==> config.mk <==
export PLATFORM = sky130hd
export DESIGN_NAME = pipe_ctrl
export DESIGN_NICKNAME = d
export VERILOG_FILES = /design/src/rtl/pipe_ctrl_pkg.sv /design/src/rtl/pipe_ctrl.sv
export SDC_FILE = /design/constraint.sdc
export NUM_CORES = 1
export LEC_CHECK = 0
export CORE_MARGIN = 10
export CORE_UTILIZATION = 39
export CTS_CLUSTER_SIZE = 25
export DETAILED_ROUTE_END_ITERATION = 16
export PLACE_DENSITY = 0.88
export SLEW_MARGIN = 15
export SYNTH_ARGS = -nofsm -noshare
export SYNTH_HDL_FRONTEND = slang
export SYNTH_SLANG_ARGS = --single-unit
==> constraint.sdc <==
create_clock -name clk -period 5.04 [get_ports clk]
set_clock_uncertainty 0.15 [all_clocks]
set_input_delay 1.512 -clock clk [delete_from_list [all_inputs] [get_ports clk]]
set_output_delay 1.512 -clock clk [all_outputs]
set_load 0.05 [all_outputs]
==> src/rtl/pipe_ctrl_pkg.sv <==
// rtl/pipe_ctrl_pkg.sv - shared cpu constants: exception vector, cause codes, pipe_ctrl FSM states
package pipe_ctrl_pkg;

   typedef enum logic [1:0] {
      ST_RUN  = 2'd0,
      ST_EXC  = 2'd1,
      ST_ERET = 2'd2
   } state_t;

   localparam logic [29:0] EXC_VECTOR  = 30'h0000_0040;
   localparam logic [2:0]  EXP_NONE    = 3'd0;
   localparam logic [2:0]  EXP_EXT_INT = 3'd1;

endpackage

==> src/rtl/pipe_ctrl.sv <==
// rtl/pipe_ctrl.sv - pipeline hazard/exception controller; PIPE_CTRL_INT_EN enables external interrupts
module pipe_ctrl
   import pipe_ctrl_pkg::*;
(
   input  logic        clk,
   input  logic        reset,
   input  logic        if_busy,
   input  logic        mem_busy,
   input  logic        ld_hazard,
   input  logic        br_taken,
   input  logic [29:0] br_addr,
   input  logic        mem_en,
   input  logic [29:0] mem_pc,
   input  logic [2:0]  mem_exp_code,
   input  logic        mem_eret,
   input  logic        int_req,
   output logic        if_stall,
   output logic        id_stall,
   output logic        ex_stall,
   output logic        mem_stall,
   output logic        if_flush,
   output logic        id_flush,
   output logic        ex_flush,
   output logic        mem_flush,
   output logic        pc_load,
   output logic [29:0] new_pc,
   output logic [29:0] epc,
   output logic [2:0]  exp_code,
   output logic        int_en
);

   state_t      state_q, state_d;
   logic [29:0] epc_q, epc_d;
   logic [2:0]  exp_code_q, exp_code_d;
   logic        int_en_q, int_en_d;

   logic exc_hit, int_hit, eret_hit, bus_wait;

   assign bus_wait = if_busy | mem_busy;
   assign exc_hit  = mem_en & (mem_exp_code != EXP_NONE);
   assign eret_hit = mem_en & mem_eret;

`ifdef PIPE_CTRL_INT_EN
   assign int_hit = int_req & int_en_q;
`else
   logic unused_int_req;
   assign unused_int_req = int_req;
   assign int_hit        = 1'b0;
`endif

   always_comb begin
      state_d    = state_q;
      epc_d      = epc_q;
      exp_code_d = exp_code_q;
      int_en_d   = int_en_q;
      if_stall   = 1'b0;
      id_stall   = 1'b0;
      ex_stall   = 1'b0;
      mem_stall  = 1'b0;
      if_flush   = 1'b0;
      id_flush   = 1'b0;
      ex_flush   = 1'b0;
      mem_flush  = 1'b0;
      pc_load    = 1'b0;
      new_pc     = '0;

      // A bus wait freezes everything, including the exception/ERET sequence.
      if (bus_wait) begin
         {if_stall, id_stall, ex_stall, mem_stall} = 4'hF;
      end else begin
         case (state_q)
            ST_RUN: begin
               if (exc_hit || int_hit) begin
                  {if_flush, id_flush, ex_flush, mem_flush} = 4'hF;
                  pc_load    = 1'b1;
                  new_pc     = EXC_VECTOR;
                  epc_d      = mem_pc;
                  exp_code_d = exc_hit ? mem_exp_code : EXP_EXT_INT;
                  int_en_d   = 1'b0;
                  state_d    = ST_EXC;
               end else if (eret_hit) begin
                  {if_flush, id_flush, ex_flush, mem_flush} = 4'hF;
                  pc_load  = 1'b1;
                  new_pc   = epc_q;
`ifdef PIPE_CTRL_INT_EN
                  int_en_d = 1'b1;
`endif
                  state_d  = ST_ERET;
               end else if (br_taken) begin
                  pc_load  = 1'b1;
                  new_pc   = br_addr;
                  if_flush = 1'b1;
               end else if (ld_hazard) begin
                  if_stall = 1'b1;
                  id_stall = 1'b1;
                  id_flush = 1'b1;
               end
            end
            // Second cycle of the flush window after a redirect.
            ST_EXC, ST_ERET: begin
               {if_flush, id_flush, ex_flush, mem_flush} = 4'hF;
               state_d = ST_RUN;
            end
            default: state_d = ST_RUN;
         endcase
      end
   end

   always_ff @(posedge clk) begin
      if (reset) begin
         state_q    <= ST_RUN;
         epc_q      <= '0;
         exp_code_q <= EXP_NONE;
         int_en_q   <= 1'b0;
      end else begin
         state_q    <= state_d;
         epc_q      <= epc_d;
         exp_code_q <= exp_code_d;
         int_en_q   <= int_en_d;
      end
   end

   assign epc      = epc_q;
   assign exp_code = exp_code_q;
   assign int_en   = int_en_q;

endmodule

==> summary.md <==
| Metric | Value |
|---|---|
| Largest cells by area after synthesis | dfxtp_1, nand2b_1, mux2i_1 |
| Syn nets | 363 |
| Synthesized area | 2210 um^2 |
| Max-slew violations | 0 |
| Die ar. | 9080 um^2 |
| Detailed Place HPWL | 6710 um |
| Min Tclk post-route | 4.86 ns |
| Post-synth cell types | 26 |
| Final #Nets | 492 |
| Max Fclk | 206 MHz |
| IO Count | 145 |
| Reg clk slew, reported paths | 0.07 ns |
| Non-filler cells, final | 491 |
| Grt ovf | 0 |
| Final hold vios | 0 |
| Power per cell area | 193 nW/um^2 |
| Filler cell count in the final layout | 419 |
| Gr usage total | 18.5% |
| Hold WC Path Type | flop to flop |
| Routability Congestion | 0.767 |
| Gate count after technology mapping | 289 |
| Number of global-route vias before repair | 2518 |
| Ant diodes | 0 |
| Die Wd | 95.3 um |
| P&R area growth vs syn | 84.9% |
| Setup violators final | 0 |
| Num CTS Buffers | 5 |
| Initial antenna violation count | 0 |
| Rel. slew slack | 56.7% |
| Syn Area/Cell | 7.65 um^2 |
| Placed Cells | 483 |
| Share of cells above drive strength 1 | 14.3% |
| # port buffers | 142 |
| H-tree levels | 2 |
| Startpoint class of the critical path | input port |
| Antenna-violating nets left | 0 |
| Worst-Skew Late Latency | 0.28 ns |
| CTS root buf | clkbuf_8 |
| 1st-iter DRT viols | 101 |
| CP max FO | 15 |
| Global-route wire length before repair | 13200 um |
| Row count | 27 |
| CP arrival | 3.19 ns |
| CP Capture Type | primary output |
| Largest area contributor in the netlist | dfxtp_1 |
| Unrepaired setup endpoints after global routing | no |
| Sequential area share after synthesis | 31.7% |
| Die extent in y | 95.3 um |
| Setup_tns | 0 ns |
| Synth top area share | 31.7% |
| Max VDD drop | 0.153 mV |
| Status | complete, no violations |
| Leakage | 0.00146 uW |
| CTS resizes | 0 |
| Core area | 5510 um^2 |
| Hold-fix buffers, CTS | 0 |
| Router iterations before antenna repair | 4 |
| Crit path required time | 3.38 ns |
| Post-synthesis register bit count | 35 |
| Residual DRC | 0 |
| TritonCTS Sinks | 35 |
| Buffer count from post-CTS setup fixing | 0 |
| Total number of vias | 2514 |
| Starting density of the core | 40.1% |
| Worst slew pin tran | 0.649 ns |
| Ys Warns | 0 |
| CTS tree | done |
| Drt wl/cell | 17.4 um |
| Vias per cell | 5.12 |
| Tcrit/Tclk final | 96.4% |
| Total of max-cap violations | 0 |
| CTS Buffer Depth | 2 |
| DRT Wirelength | 8550 um |
| Largest net degree at the start of global routing | 66 |
| Crit Path Category | input port to primary output |
worst max-delay path, cell delays in order:
cell and delay (ns):
clkdlybuf4s50_1 0.46, o31ai_1 0.37, nand3_1 0.17, buf_4 0.23, a21oi_1 0.27, buf_12 0.19
power by group:
group / internal, uW / switching [uW]
Sequential: 287 / 7.99
Combinational: 126 / 141
Clock: 124 / 104
Total: 537 / 253
sequential cells by signal (all words and copies together), names as in the netlist:
| signal | flops |
|---|---|
| epc | 30 |
| state_q | 2 |
| exp_code | 3 |
worst paths after layout:
path | startpoint | slack, ns | cells past startpoint | end
max reg2reg | state_q[0] | 2.78 | 6 | epc[6]
min | exp_code[1] | 0.33 | 2 | exp_code[1]
min reg2reg | exp_code[1] | 0.33 | 2 | exp_code[1]
max | mem_exp_code[0] | 0.18 | 6 | new_pc[24]
per-layer routing:
| metal | track usage (%) | wire length [um] | vias up |
|---|---|---|---|
| met5 | 0 | 0 | - |
| met4 | 4.74 | 115 | 0 |
| met3 | 9.03 | 969 | 10 |
| met2 | 31.6 | 4260 | 96 |
| met1 | 20.0 | 3200 | 1193 |
| li1 | - | - | 1215 |
stage by stage:
step                util [%]  worst slack (ns)  hold slack [ns]  area (um^2)  power, uW
CTS                     74.2             0.166            0.327         4090        798
finish                  74.2             0.184            0.325         4090        789
global route            74.2            0.0787            0.352         4090        829
global placement        72.3             0.275            0.310         3980        562
floorplan                  -             0.293            0.336         2220        442
detailed placement      72.3             0.179            0.317         3980        568
layout make-up:
class	instances	area [um^2]	share of cell area, %
Clock buffer	7	96.3	2.36
Tap cell	72	90.1	2.20
Timing Repair Buffer	152	1840	44.9
Clock inverter	1	7.51	0.184
Sequential cell	35	701	17.1
Inverter	6	22.5	0.551
Multi-Input combinational cell	218	1330	32.6
cell usage after synthesis:
| library cell | instances |
|---|---|
| nor3_1 | 3 |
| o21ai_0 | 4 |
| conb_1 | 1 |
| nand3_1 | 32 |
| dfxtp_1 | 35 |
| nand2b_1 | 60 |
| clkbuf_1 | 21 |
| or3_1 | 3 |
| o31ai_1 | 1 |
| or2_2 | 1 |
| ha_1 | 2 |
| or3b_1 | 1 |
| mux2i_1 | 30 |
| buf_2 | 1 |
| nand2_1 | 33 |
| o41a_1 | 1 |
| nor2_1 | 4 |
| o31a_1 | 2 |
| inv_1 | 6 |
| a31oi_1 | 2 |
| and2_1 | 1 |
| nor2b_1 | 1 |
| nor2_8 | 1 |
| buf_4 | 4 |
| a21oi_1 | 35 |
| buf_6 | 4 |
kinds of logic (layout without fill, tap and decap cells):
logic type      Yosys count  after routing  share of synthesized area, %
simple gates            140            140                          34.2
compound gates           45             45                          11.0
buf+inv                  36            166                          8.21
flops                    35             35                          31.7
mux                      30             30                          13.6
fa+ha+maj                 2              2                          1.13
other cells               1              1                         0.170
cells in the final DEF, fill, tap and decap left out:
cell type	n
nand2b_1	60
or3b_1	1
nand2_1	33
or3_1	3
dfxtp_1	35
nor2_8	1
nor2b_1	1
a21oi_1	35
o31a_1	2
clkdlybuf4s50_1	103
nor3_2	1
or2_2	1
inv_1	6
o41a_1	1
buf_4	14
mux2i_1	30
clkbuf_8	7
clkinvlp_4	1
o21ai_0	3
a31oi_1	2
and2_1	1
nor3_1	2
ha_1	2
nand3_1	32
buf_12	35
o31ai_1	1
conb_1	1
nor2_1	4
o21ai_1	1
No activity file was read; power rests on OpenSTA's default activity.
